$ cat src/rtl/mem_wb_stage.sv
// MEM/WB pipeline register with writeback select feeding the register file write port.
// Holds on stall, loads a bubble on flush, suppresses writes to r0 and to reserved
// selects, flags reserved selects stickily and counts retired instructions.
module mem_wb_stage #(
    parameter int unsigned DATA_W = 32,
    parameter int unsigned ADDR_W = 5,
    parameter int unsigned CNT_W  = 32
) (
    input  logic              CLK,
    input  logic              RST,
    input  logic              stall,
    input  logic              flush,
    input  logic              in_valid,
    input  logic              in_RegWrite,
    input  logic [1:0]        in_WBSel,
    input  logic [ADDR_W-1:0] in_write,
    input  logic [DATA_W-1:0] in_aluResult,
    input  logic [DATA_W-1:0] in_memData,
    input  logic [DATA_W-1:0] in_pcPlus4,
    output logic [DATA_W-1:0] writeData,
    output logic              RegWrite,
    output logic [ADDR_W-1:0] write,
    output logic              wb_valid,
    output logic [CNT_W-1:0]  retired,
    output logic              wbsel_err
);

    localparam logic [1:0] SelAlu  = 2'b00;
    localparam logic [1:0] SelMem  = 2'b01;
    localparam logic [1:0] SelLink = 2'b10;
    localparam logic [1:0] SelRsvd = 2'b11;

    logic              valid_q,     valid_d;
    logic              regwrite_q,  regwrite_d;
    logic [1:0]        wbsel_q,     wbsel_d;
    logic [ADDR_W-1:0] write_q,     write_d;
    logic [DATA_W-1:0] alu_q,       alu_d;
    logic [DATA_W-1:0] mem_q,       mem_d;
    logic [DATA_W-1:0] pc4_q,       pc4_d;
    logic [CNT_W-1:0]  retired_q,   retired_d;
    logic              wbsel_err_q, wbsel_err_d;
    logic              retire;

    // Stage register next state: flush beats stall beats load.
    always_comb begin
        valid_d    = valid_q;
        regwrite_d = regwrite_q;
        wbsel_d    = wbsel_q;
        write_d    = write_q;
        alu_d      = alu_q;
        mem_d      = mem_q;
        pc4_d      = pc4_q;
        if (flush) begin
            // Only the qualifiers matter for a bubble; data fields simply hold.
            valid_d    = 1'b0;
            regwrite_d = 1'b0;
        end else if (!stall) begin
            valid_d    = in_valid;
            regwrite_d = in_RegWrite;
            wbsel_d    = in_WBSel;
            write_d    = in_write;
            alu_d      = in_aluResult;
            mem_d      = in_memData;
            pc4_d      = in_pcPlus4;
        end
    end

    // Retirement bookkeeping: the instruction in WB retires unless stalled, even when
    // a flush is replacing what comes next.
    always_comb begin
        retire      = valid_q & ~stall;
        retired_d   = retired_q + {{(CNT_W-1){1'b0}}, retire};
        wbsel_err_d = wbsel_err_q | (retire & (wbsel_q == SelRsvd));
    end

    // State registers with asynchronous reset.
    always_ff @(posedge CLK or posedge RST) begin
        if (RST) begin
            valid_q     <= 1'b0;
            regwrite_q  <= 1'b0;
            wbsel_q     <= 2'b00;
            write_q     <= '0;
            alu_q       <= '0;
            mem_q       <= '0;
            pc4_q       <= '0;
            retired_q   <= '0;
            wbsel_err_q <= 1'b0;
        end else begin
            valid_q     <= valid_d;
            regwrite_q  <= regwrite_d;
            wbsel_q     <= wbsel_d;
            write_q     <= write_d;
            alu_q       <= alu_d;
            mem_q       <= mem_d;
            pc4_q       <= pc4_d;
            retired_q   <= retired_d;
            wbsel_err_q <= wbsel_err_d;
        end
    end

    // Writeback select and register file write qualification.
    always_comb begin
        case (wbsel_q)
            SelAlu:  writeData = alu_q;
            SelMem:  writeData = mem_q;
            SelLink: writeData = pc4_q;
            default: writeData = '0;
        endcase
        // Stall gating keeps a held instruction from writing more than once.
        RegWrite  = valid_q & regwrite_q & (write_q != '0) & (wbsel_q != SelRsvd) & ~stall;
        write     = write_q;
        wb_valid  = valid_q;
        retired   = retired_q;
        wbsel_err = wbsel_err_q;
    end

endmodule

$ cat config.mk
export PLATFORM = sky130hd
export DESIGN_NAME = mem_wb_stage
export DESIGN_NICKNAME = d
export VERILOG_FILES = /design/src/rtl/mem_wb_stage.sv
export SDC_FILE = /design/constraint.sdc
export NUM_CORES = 1
export LEC_CHECK = 0
export BUFFER_PORTS_ARGS = -buffer_cell sky130_fd_sc_hd__buf_2
export CORE_ASPECT_RATIO = 0.8
export CORE_MARGIN = 2
export CORE_UTILIZATION = 56
export CTS_CLUSTER_SIZE = 25
export DETAILED_ROUTE_END_ITERATION = 16
export GPL_ROUTABILITY_DRIVEN = 1
export PLACE_DENSITY = 0.92
export SETUP_SLACK_MARGIN = 0.05
export SLEW_MARGIN = 25
export SYNTH_ARGS = -nofsm -noshare
export SYNTH_HDL_FRONTEND = slang
export SYNTH_SLANG_ARGS = --single-unit
$ cat constraint.sdc
create_clock -name CLK -period 6.7 [get_ports CLK]
set_input_delay 0.335 -clock CLK [delete_from_list [all_inputs] [get_ports CLK]]
set_output_delay 0.335 -clock CLK [all_outputs]
set_load 0.02 [all_outputs]
# [Yosys cells after proc, flatten, opt, wreduce, memory -nomap -nowiden]
# Cells that the tools add are included.
# Widths: inputs -> output; s select.
[op_classes] n_mux=5 eq_ne=5 bitwise_logic=9 reduce_logical=3 n_addsub=1
[op_table] op="$pmux 32 s3" n=1
[op_table] op="$add 32x1->32" n=1
[op_table] op="$and 1x1->1" n=6
[op_table] op="$reduce_bool 5->1" n=1
[op_table] op="$eq 2x2->1 const B" n=2
[op_table] op="$mux 1" n=4
[op_table] op="$eq 2x1->1 const B" n=1
[op_table] op="$logic_not 2->1" n=1
[op_table] op="$ne 2x1->1 const B" n=1
[op_table] op="$ne 2x2->1 const B" n=1
[op_table] op="$not 1->1" n=2
[op_table] op="$reduce_and 2->1" n=1
[op_table] op="$or 1x1->1" n=1
[word_totals] reg_bits=138 elab_cells=32 in_bits=109 out_inout_bits=72

# [Depth between registers and ports, before layout]
# Gate-level depths: netlist of run 1.
[logic_depth] depth_word=4 ltp_mapped=7 depth_no_buf=6

# [Least setup slack after synthesis of run 1]
# OpenSTA, ideal clock, no wires.
[synth_path] kind="register -> register" start="register valid_q (netlist: wb_valid)" end="register retired_q[14] (netlist: retired[14])" setup_ns=0.132 stages_incl_launch_ff=8 setup_slack_ns=4.797 required_ns=6.568 path_buffers=1 arrival_ns=1.771 synth_period_minus_slack_ns=1.903 path_cell_list="dfrtp_1 > nor2b_1 > ha_1 > ha_1 > and4_1 > buf_2 > nand4_1 > xnor2_1"
[synth_via] elab_chain_cells=2
[synth_rtl] item="start, declared" line_no="33" rtl="logic valid_q, valid_d;"
[synth_rtl] item="start signal, assigned" line_no="89" rtl="valid_q <= valid_d;"
[synth_rtl] item="$and 1x1->1" line_no="71" rtl="retire = valid_q & ~stall;"
[synth_rtl] item="$add 32x1->32" line_no="72" rtl="retired_d = retired_q + {{(CNT_W-1){1'b0}}, retire};"
[synth_rtl] item="net retired_d[14]" line_no="40" rtl="logic [CNT_W-1:0] retired_q, retired_d;"
[synth_rtl] item="end signal, assigned" line_no="96" rtl="retired_q <= retired_d;"
[synth_rtl] item="end, declared" line_no="40"
# The timed path passes the listed nets, and every way through them passes these cells.
# A chain may end at the register's enable or synchronous reset.

# [Final worst setup path of run 1]
[layout_path] start="register wbsel_q[0]" end="output port writeData[12]"
[layout_via] elab_chain_cells=2 word_cells_on_any_way=4 classes_between="eq/ne: 2; mux: 1; reduce/logical: 1"
[layout_rtl] item="start, declared" line_no="35" rtl="logic [1:0] wbsel_q, wbsel_d;"
[layout_rtl] item="start signal, assigned" line_no="91" rtl="wbsel_q <= wbsel_d;"
[layout_rtl] item="$eq 2x2->1 (tied with other cells)" line_no="103" rtl="case (wbsel_q)"
[layout_rtl] item="$pmux 32 s3 *" line_no="103"
[layout_rtl] item="end, declared" line_no="20" rtl="output logic [DATA_W-1:0] writeData,"
# Mark *: on every way between the ends. The rest lies on a longest branch, timed or not.

==> results of run 1 <==
==> sequential cells by signal, summed over array words and instances, names as in the netlist <==
| register | cells |
|---|---|
| wbsel_err | 1 |
| write | 5 |
| regwrite_q | 1 |
| wb_valid | 1 |
| pc4_q | 32 |
| wbsel_q | 2 |
| retired | 32 |
| alu_q | 32 |
| mem_q | 32 |
==> logic make-up (layout without fill, tap and decap cells) <==
| kind of cell | Yosys count | in the layout | synth area share (%) |
|---|---|---|---|
| flip-flops | 138 | 138 | 56.9 |
| multiplexers | 137 | 137 | 24.7 |
| AND/OR/NAND/NOR | 97 | 97 | 8.61 |
| AO/OA/AOI/OAI | 34 | 34 | 2.86 |
| XOR/XNOR | 30 | 30 | 4.33 |
| buffers and inverters | 26 | 218 | 1.98 |
| adder cells (fa/ha/maj) | 3 | 3 | 0.618 |
==> layout make-up <==
cell class	instances	area (µm²)	share of cell area, %
Clock buffer	20	457	5.92
Clock inverter	12	171	2.22
Inverter	2	12.5	0.162
Multi-Input combinational cell	301	2510	32.5
Sequential cell	138	3460	44.8
Tap cell	140	175	2.27
Timing Repair Buffer	184	931	12.1
==> power groups by stage <==
stage	Clock (mW)	Sequential, mW	Combinational, mW
floorplan	0	1.02	0.277
global placement	0	1.04	0.399
detailed placement	0	1.05	0.413
CTS	0.998	1.03	0.417
global route	1.04	1.05	0.445
finish	0.985	1.04	0.411
==> cells in the mapped netlist <==
master and n:
sky130_fd_sc_hd__nand4_1 13, sky130_fd_sc_hd__a31o_2 1, sky130_fd_sc_hd__inv_1 2, sky130_fd_sc_hd__xor2_1 5, sky130_fd_sc_hd__nand4_2 3, sky130_fd_sc_hd__and2_1 3, sky130_fd_sc_hd__and4_1 2, sky130_fd_sc_hd__nand3_1 9
sky130_fd_sc_hd__nor2b_1 2, sky130_fd_sc_hd__nor4_1 1, sky130_fd_sc_hd__mux2_2 103, sky130_fd_sc_hd__a21oi_1 1, sky130_fd_sc_hd__nand2_1 43, sky130_fd_sc_hd__mux2i_1 34, sky130_fd_sc_hd__ha_1 3, sky130_fd_sc_hd__nor2_1 9
sky130_fd_sc_hd__nor4_4 2, sky130_fd_sc_hd__and3_1 5, sky130_fd_sc_hd__buf_2 15, sky130_fd_sc_hd__nor3_1 3, sky130_fd_sc_hd__dfrtp_1 138, sky130_fd_sc_hd__xnor2_1 25, sky130_fd_sc_hd__buf_1 1, sky130_fd_sc_hd__clkbuf_1 7
sky130_fd_sc_hd__nor4_2 1, sky130_fd_sc_hd__nand3b_1 1, sky130_fd_sc_hd__o21ai_0 32, sky130_fd_sc_hd__buf_4 1
==> worst reg2reg max path, delay by kind of cell, from the launching register on <==
family	cells	cell delay (ps)
DFF	1	360
and+or+nand+nor	3	1050
adders and majority gates	2	490
xor gates and xnor gates	1	180
==> metrics by stage <==
step	setup slack (ps)	utilization [%]
final	3740	74.1
after global routing	3630	74.1
after CTS	3720	74.1
after detailed placement	4150	68.1
after global placement	3930	68.0
after floorplan	2670	-
==> worst max-delay path by stage <==
stage                          start            end  slack (ps)  cells after the start
after detailed placement  wbsel_q[1]  writeData[14]        4150                      5
after CTS                 wbsel_q[1]  writeData[14]        3720                      5
after floorplan                  RST       alu_q[0]        2670                      1
after global routing      wbsel_q[0]   writeData[9]        3630                      5
final                     wbsel_q[0]  writeData[12]        3740                      5
after global placement    wbsel_q[0]   writeData[2]        3930                      5
==> routing by layer <==
metal	GRT usage [%]	share of wire, %	wire length (µm)	vias to the layer above
met3	8.10	7.2	1030	29
met4	9.66	2.3	335	0
met1	31.2	41	5840	2197
met5	0	0	0	-
li1	-	-	-	2008
met2	42.9	50	7180	164
==> PnR_summary.wiki, run 1 <==
{| class="wikitable"
! Metric !! Value
|-
| Die outline area || 11700 µm²
|-
| Standby leakage power || 3.73 nW
|-
| Number of standard cells in the layout, taps in and fillers out || 797
|-
| Fillers || 709
|-
| Reg2reg path depth || 6
|-
| Cell area power density || 315 nW/µm²
|-
| Number of synthesis warnings || 0
|-
| Top cell family by delay on the critical path || flip-flops
|-
| Vias || 4398
|-
| Post-route standard cell area excluding fillers || 7710 µm²
|-
| Worst clock skew || 8.12 ps
|-
| Clk slew on worst S/H paths || 60 ps
|-
| RSZ-0062 raised after global routing || false
|-
| DRC marker count from the first detailed-route iteration || 299
|-
| Largest net degree at the start of global routing || 71
|-
| Number of H-tree levels || 4
|-
| Normalized max-slew margin || 43.9%
|-
| CTS hold repair buffers || 0
|-
| Core footprint || 10400 µm²
|-
| Overall power after layout || 2.43 mW
|-
| Register bit total from synthesis || 138
|-
| Placed wire-length estimate after detailed placement || 9850 µm
|-
| Required time at the endpoint of the critical path || 6360 ps
|-
| Growth of design area from synthesis to finish || 27.0%
|-
| CP bufs+invs || 2
|-
| Flop2flop setup slack || 4500 ps
|-
| Cell breakdown of the critical path || nor2b_2, buf_4, nand2_1, o21ai_0, buf_2
|-
| Cell with the largest stage delay on the worst path || sky130_fd_sc_hd__dfrtp_2
|-
| Run status || completed
|-
| Class of the most critical hold timing path || primary input to asynchronous set/reset pin
|-
| Combinational cell fraction of total power || 16.9%
|-
| Diodes inserted || 0
|-
| Internal power contribution || 1.77 mW
|-
| Clk Tree Root Cell || sky130_fd_sc_hd__clkbuf_16
|-
| Die height || 97.1 µm
|-
| Remaining DRCs || 0
|-
| Portion of the post-synthesis area used by sequential elements || 56.9%
|-
| Max-slew violation count || 0
|-
| Worst reg2reg path endpoint || retired[26]
|-
| Critical register-to-register path startpoint || wb_valid
|-
| Switch Pwr || 0.660 mW
|-
| Post-cts resize count || 0
|-
| Count of final hold-check violations || 0
|-
| Maximum cell stage delay along the critical path || 830 ps
|-
| Remaining global-route overflow || 0
|-
| Fmax || 338 MHz
|-
| Instance area after placement || 7080 µm²
|-
| Summed instance area of the synthesized netlist || 6070 µm²
|-
| Final ANT Viol Nets || 0
|-
| Clock power share || 40.5%
|-
| Share of the clock period used by the worst path after layout || 44.1%
|-
| Number of placement rows || 33
|-
| Setup-violating endpoint count in the final report || 0
|-
| Layout cells sized above 1 || 50.2%
|-
| Initial antenna violation count || 0
|-
| Critical-path maximum fanout || 36
|-
| Largest area contributor in the synthesized netlist || sky130_fd_sc_hd__dfrtp_1
|-
| Actual slew at the worst max-slew pin || 842 ps
|-
| Commonest non-fill, non-tap cell in the layout || sky130_fd_sc_hd__buf_2
|-
| Number of max-capacitance violations reported || 0
|-
| Global-route wire length before repair || 23300 µm
|-
| Wirelength per Cell || 18.0 µm
|-
| Final layout net count || 756
|-
| Final TNS setup || 0 ps
|-
| Synth cell types || 28
|-
| Global placer's final weighted congestion || 0.855
|-
| Port bufs || 180
|-
| Total iterations of the first detailed-routing run || 4
|-
| Clock tree from TritonCTS || built
|-
| Fin crit period || 2960 ps
|-
| Critical Path Start Type || register
|-
| Initial Util || 58.3%
|-
| Switching power as a share of total power || 27.1%
|-
| Wire length reported by the detailed router || 14400 µm
|-
| Worst hold margin || 15.4 ps
|-
| Gate count of the mapped netlist || 465
|-
| Kind of end point of the critical path || primary output
|-
| Insertion delay to the later sink of the worst-skew pair || 410 ps
|-
| Width of the chip || 120 µm
|-
| Cell count after placement || 765
|-
| Setup repair bufs after CTS || 0
|-
| Clock tree sinks || 138
|-
| Maximum count of clock buffers along a single path || 2
|-
| Highest-count cells in the layout ignoring fill and taps || sky130_fd_sc_hd__buf_2 (180), sky130_fd_sc_hd__dfrtp_1 (136), sky130_fd_sc_hd__mux2_2 (103)
|-
| Net Count, Synth || 577
|-
| Start-to-end type of the worst setup path || register to primary output
|-
| Via density per instance || 5.52
|-
| Maximum vdd drop || 0.242 mV
|-
| Avg Synthesized Cell Area || 13.1 µm²
|-
| CTS buffer count || 17
|-
| Area share of the leading cell type in the synthesized netlist || 56.9%
|-
| Top-Level Pins || 181
|-
| Top post-synthesis cells by area || sky130_fd_sc_hd__dfrtp_1 (57%), sky130_fd_sc_hd__mux2_2 (19%), sky130_fd_sc_hd__mux2i_1 (5.6%), sky130_fd_sc_hd__xnor2_1 (3.6%), sky130_fd_sc_hd__nand2_1 (2.7%)
|-
| GR Util All Layers || 25.7%
|-
| Data arrival time at the worst-slack endpoint || 2620 ps
|-
| Number of global-route vias before repair || 4649
|-
| Register share of total power || 42.6%
|}
Note: power is estimated with default switching activity, not from simulation.
==> run 2, diff against run 1 <==
--- a/config.mk
+++ b/config.mk
@@ -5,14 +5,15 @@
 export SDC_FILE = /design/constraint.sdc
 export NUM_CORES = 1
 export LEC_CHECK = 0
+export ABC_AREA = 1
 export BUFFER_PORTS_ARGS = -buffer_cell sky130_fd_sc_hd__buf_2
 export CORE_ASPECT_RATIO = 0.8
 export CORE_MARGIN = 2
-export CORE_UTILIZATION = 56
+export CORE_UTILIZATION = 47
 export CTS_CLUSTER_SIZE = 25
 export DETAILED_ROUTE_END_ITERATION = 16
 export GPL_ROUTABILITY_DRIVEN = 1
-export PLACE_DENSITY = 0.92
+export PLACE_DENSITY = 0.82
 export SETUP_SLACK_MARGIN = 0.05
 export SLEW_MARGIN = 25
 export SYNTH_ARGS = -nofsm -noshare
==> constraint.sdc (replaced) <==
create_clock -name CLK -period 2.6 [get_ports CLK]
set_input_delay 0.13 -clock CLK [delete_from_list [all_inputs] [get_ports CLK]]
set_output_delay 0.13 -clock CLK [all_outputs]
set_load 0.02 [all_outputs]
==> run 2 against run 1 <==
Wire length up 34%; cell area rose by 19%; power increased to 2.6 times the previous value; core utilization fell by 3.6 points; critical path depth unchanged; final cell count rose by 54%; register-to-register slack got worse by 3800 ps.
==> PnR_summary.wiki, run 2 <==
{| class="wikitable"
! Metric !! Value
|-
| Internal power contribution || 4.66 mW
|-
| Met1 WL || 7780 µm
|-
| Top-Level Pins || 181
|-
| XOR/XNOR Fraction of Synth Area || 2.20%
|-
| Share of synthesized cell area in and, or, nand and nor gates || 24.5%
|-
| Data arrival time at the worst-slack endpoint || 2170 ps
|-
| Combinational cell fraction of total power || 18.7%
|-
| Required time at the endpoint of the critical path || 2470 ps
|-
| Port bufs || 180
|-
| Clk Tree Root Cell || sky130_fd_sc_hd__clkbuf_16
|-
| Class of the most critical hold timing path || primary input to register
|-
| Net Count, Synth || 866
|-
| Standby leakage power || 4.72 nW
|-
| Cell count after placement || 1089
|-
| Setup slack of the critical path after layout || 300 ps
|-
| Summed instance area of the synthesized netlist || 6320 µm²
|-
| Final TNS setup || 0 ps
|-
| Actual slew at the worst max-slew pin || 709 ps
|-
| Avg Synthesized Cell Area || 8.38 µm²
|-
| Adder-cell share of the synthesized area || 0.594%
|-
| Initial Util || 48.6%
|-
| Placed wire-length estimate after detailed placement || 11400 µm
|-
| Wirelength per Cell || 15.6 µm
|-
| Routed met3 length || 1220 µm
|-
| Critical Path Start Type || register
|-
| Share of the synthesized area in compound gates (AO/OA/AOI/OAI) || 10.2%
|-
| Number of standard cells in the layout, taps in and fillers out || 1230
|-
| Global-route wire length before repair || 30500 µm
|-
| Growth of design area from synthesis to finish || 45.2%
|-
| Synth cell types || 24
|-
| Share of the clock period used by the worst path after layout || 88.5%
|-
| Top cell types by occurrence after synthesis || sky130_fd_sc_hd__nand2_1 (301), sky130_fd_sc_hd__dfrtp_1 (138), sky130_fd_sc_hd__inv_1 (91), sky130_fd_sc_hd__o21ai_0 (68), sky130_fd_sc_hd__o221ai_1 (32)
|-
| CTS buffer count || 17
|-
| Largest area contributor in the synthesized netlist || sky130_fd_sc_hd__dfrtp_1
|-
| Vias || 6239
|-
| Switching power as a share of total power || 27.6%
|-
| Max Used Layer || met5
|-
| Final layout net count || 1151
|-
| Post-synth top flop || sky130_fd_sc_hd__dfrtp_1
|-
| Clock power share || 42.2%
|-
| Number of H-tree levels || 4
|-
| Top post-synthesis cells by area || sky130_fd_sc_hd__dfrtp_1 (55%), sky130_fd_sc_hd__nand2_1 (18%), sky130_fd_sc_hd__inv_1 (5.4%), sky130_fd_sc_hd__o21ai_0 (5.4%), sky130_fd_sc_hd__o221ai_1 (4.4%)
|-
| RSZ-0062 raised after global routing || false
|-
| Initial antenna violation count || 2
|-
| Post-cts resize count || 0
|-
| Number of placement rows || 37
|-
| Count of flip-flops with a built-in enable after synthesis || 0
|-
| Number of global-route vias before repair || 6250
|-
| Highest-count cells in the layout ignoring fill and taps || sky130_fd_sc_hd__nand2_1 (301), sky130_fd_sc_hd__buf_2 (180), sky130_fd_sc_hd__dfrtp_1 (138)
|-
| Count of final hold-check violations || 0
|-
| Maximum vdd drop || 0.593 mV
|-
| Register bit total from synthesis || 138
|-
| Clock tree sinks || 138
|-
| Max-slew violation count || 0
|-
| Die outline area || 14400 µm²
|-
| Most frequently used cell type in the post-synthesis netlist || sky130_fd_sc_hd__nand2_1
|-
| Normalized max-slew margin || 52.6%
|-
| CTS hold repair buffers || 106
|-
| Kind of end point of the critical path || primary output
|-
| Setup repair bufs after CTS || 0
|-
| Total iterations of the first detailed-routing run || 6
|-
| Remaining DRCs || 0
|-
| Commonest non-fill, non-tap cell in the layout || sky130_fd_sc_hd__nand2_1
|-
| Layout Utilization || 70.5%
|-
| Maximum count of clock buffers along a single path || 2
|-
| Largest net degree at the start of global routing || 151
|-
| Clock tree from TritonCTS || built
|-
| Number of max-capacitance violations reported || 0
|-
| Switch Pwr || 1.78 mW
|-
| Global placer's final weighted congestion || 0.890
|-
| Combinational family with the most area after synthesis || simple AND/OR/NAND/NOR gates
|-
| Width of the chip || 134 µm
|-
| Core footprint || 13000 µm²
|-
| Fmax || 435 MHz
|-
| Share of synthesized registers carrying an async set or reset || 100%
|-
| Cell area power density || 701 nW/µm²
|-
| Register share of total power || 39.1%
|-
| GR Util All Layers || 27.2%
|-
| Clk slew on worst S/H paths || 60 ps
|-
| Setup-violating endpoint count in the final report || 0
|-
| Remaining global-route overflow || 0
|-
| Gate count of the mapped netlist || 754
|-
| Critical-path maximum fanout || 15
|-
| Number of synthesis warnings || 0
|-
| Layout cells sized above 1 || 23.7%
|-
| Run status || completed
|-
| Wire length reported by the detailed router || 19200 µm
|-
| Worst clock skew || 10.3 ps
|-
| Fin crit period || 2300 ps
|-
| Portion of the post-synthesis area used by sequential elements || 54.7%
|-
| Insertion delay to the later sink of the worst-skew pair || 400 ps
|-
| Die height || 108 µm
|-
| DRC marker count from the first detailed-route iteration || 438
|-
| Final ANT Viol Nets || 0
|-
| Worst hold margin || 40.4 ps
|-
| Via density per instance || 5.07
|-
| Proportion of synthesized area in mux cells || 0%
|-
| Sum of met2 wire segment lengths after detailed routing || 9220 µm
|-
| Worst setup timing slack at the placement stage || 712 ps
|-
| Area share of the leading cell type in the synthesized netlist || 54.7%
|-
| Start-to-end type of the worst setup path || register to primary output
|}
run 2: cell type report:
cell class                      instances  area (µm²)
Inverter                               92         349
Fill cell                             931        3840
Clock buffer                           17         425
Timing Repair Buffer                  297        2090
Antenna cell                            4        10.0
Clock inverter                         14         243
Tap cell                              175         219
Multi-Input combinational cell        493        2370
Sequential cell                       138        3450
run 2: worst max-delay path, stage by stage, from the launching register on:
cell and delay [ps]:
sky130_fd_sc_hd__dfrtp_1 410, sky130_fd_sc_hd__inv_1 90, sky130_fd_sc_hd__nand2_1 420, sky130_fd_sc_hd__buf_4 370
sky130_fd_sc_hd__o221ai_1 240, sky130_fd_sc_hd__buf_2 230
run 2: routing by layer:
layer  vias up  track usage (%)
li1       2932                -
met1      2911             33.3
met2       306             44.5
met3        88             5.56
met4         2             16.9
met5         -                0
run 2: power groups by stage:
stage	Combinational (mW)	Sequential [mW]	Clock [mW]
5_1_grt	1.31	2.54	2.86
3_5_place_dp	1.03	2.55	0
3_3_place_gp	1.02	2.54	0
4_1_cts	1.16	2.51	2.76
6_report	1.20	2.52	2.71
2_1_floorplan	0.597	2.58	0
run 2: cell families (layout without fill, tap and decap cells):
| family | after synthesis | in the layout |
|---|---|---|
| simple gates | 372 | 372 |
| other cells | 0 | 4 |
| flops | 138 | 138 |
| compound gates | 103 | 103 |
| xor+xnor | 15 | 15 |
| fa+ha+maj | 3 | 3 |
| buf+inv | 123 | 420 |
run 2: path summary, 6_finish.rpt:
kind | start | end | slack [ps] | cells past startpoint
worst min register to register | alu_q[29] | alu_q[29] | 470 | 2
worst max register to register | wb_valid | retired[26] | 720 | 11
worst max-delay path | wbsel_q[1] | writeData[26] | 300 | 5
min in group asynchronous | RST | wb_valid | 380 | 3
worst min-delay path | stall | regwrite_q | 40 | 3
max in group asynchronous | RST | retired[12] | 1540 | 4
run 2: through the flow:
step                      power, mW  cell area (µm²)
after floorplan                3.18             6320
after global placement         3.55             7430
after detailed placement       3.58             7430
after CTS                      6.44             9160
after global routing           6.70             9160
final                          6.43             9170
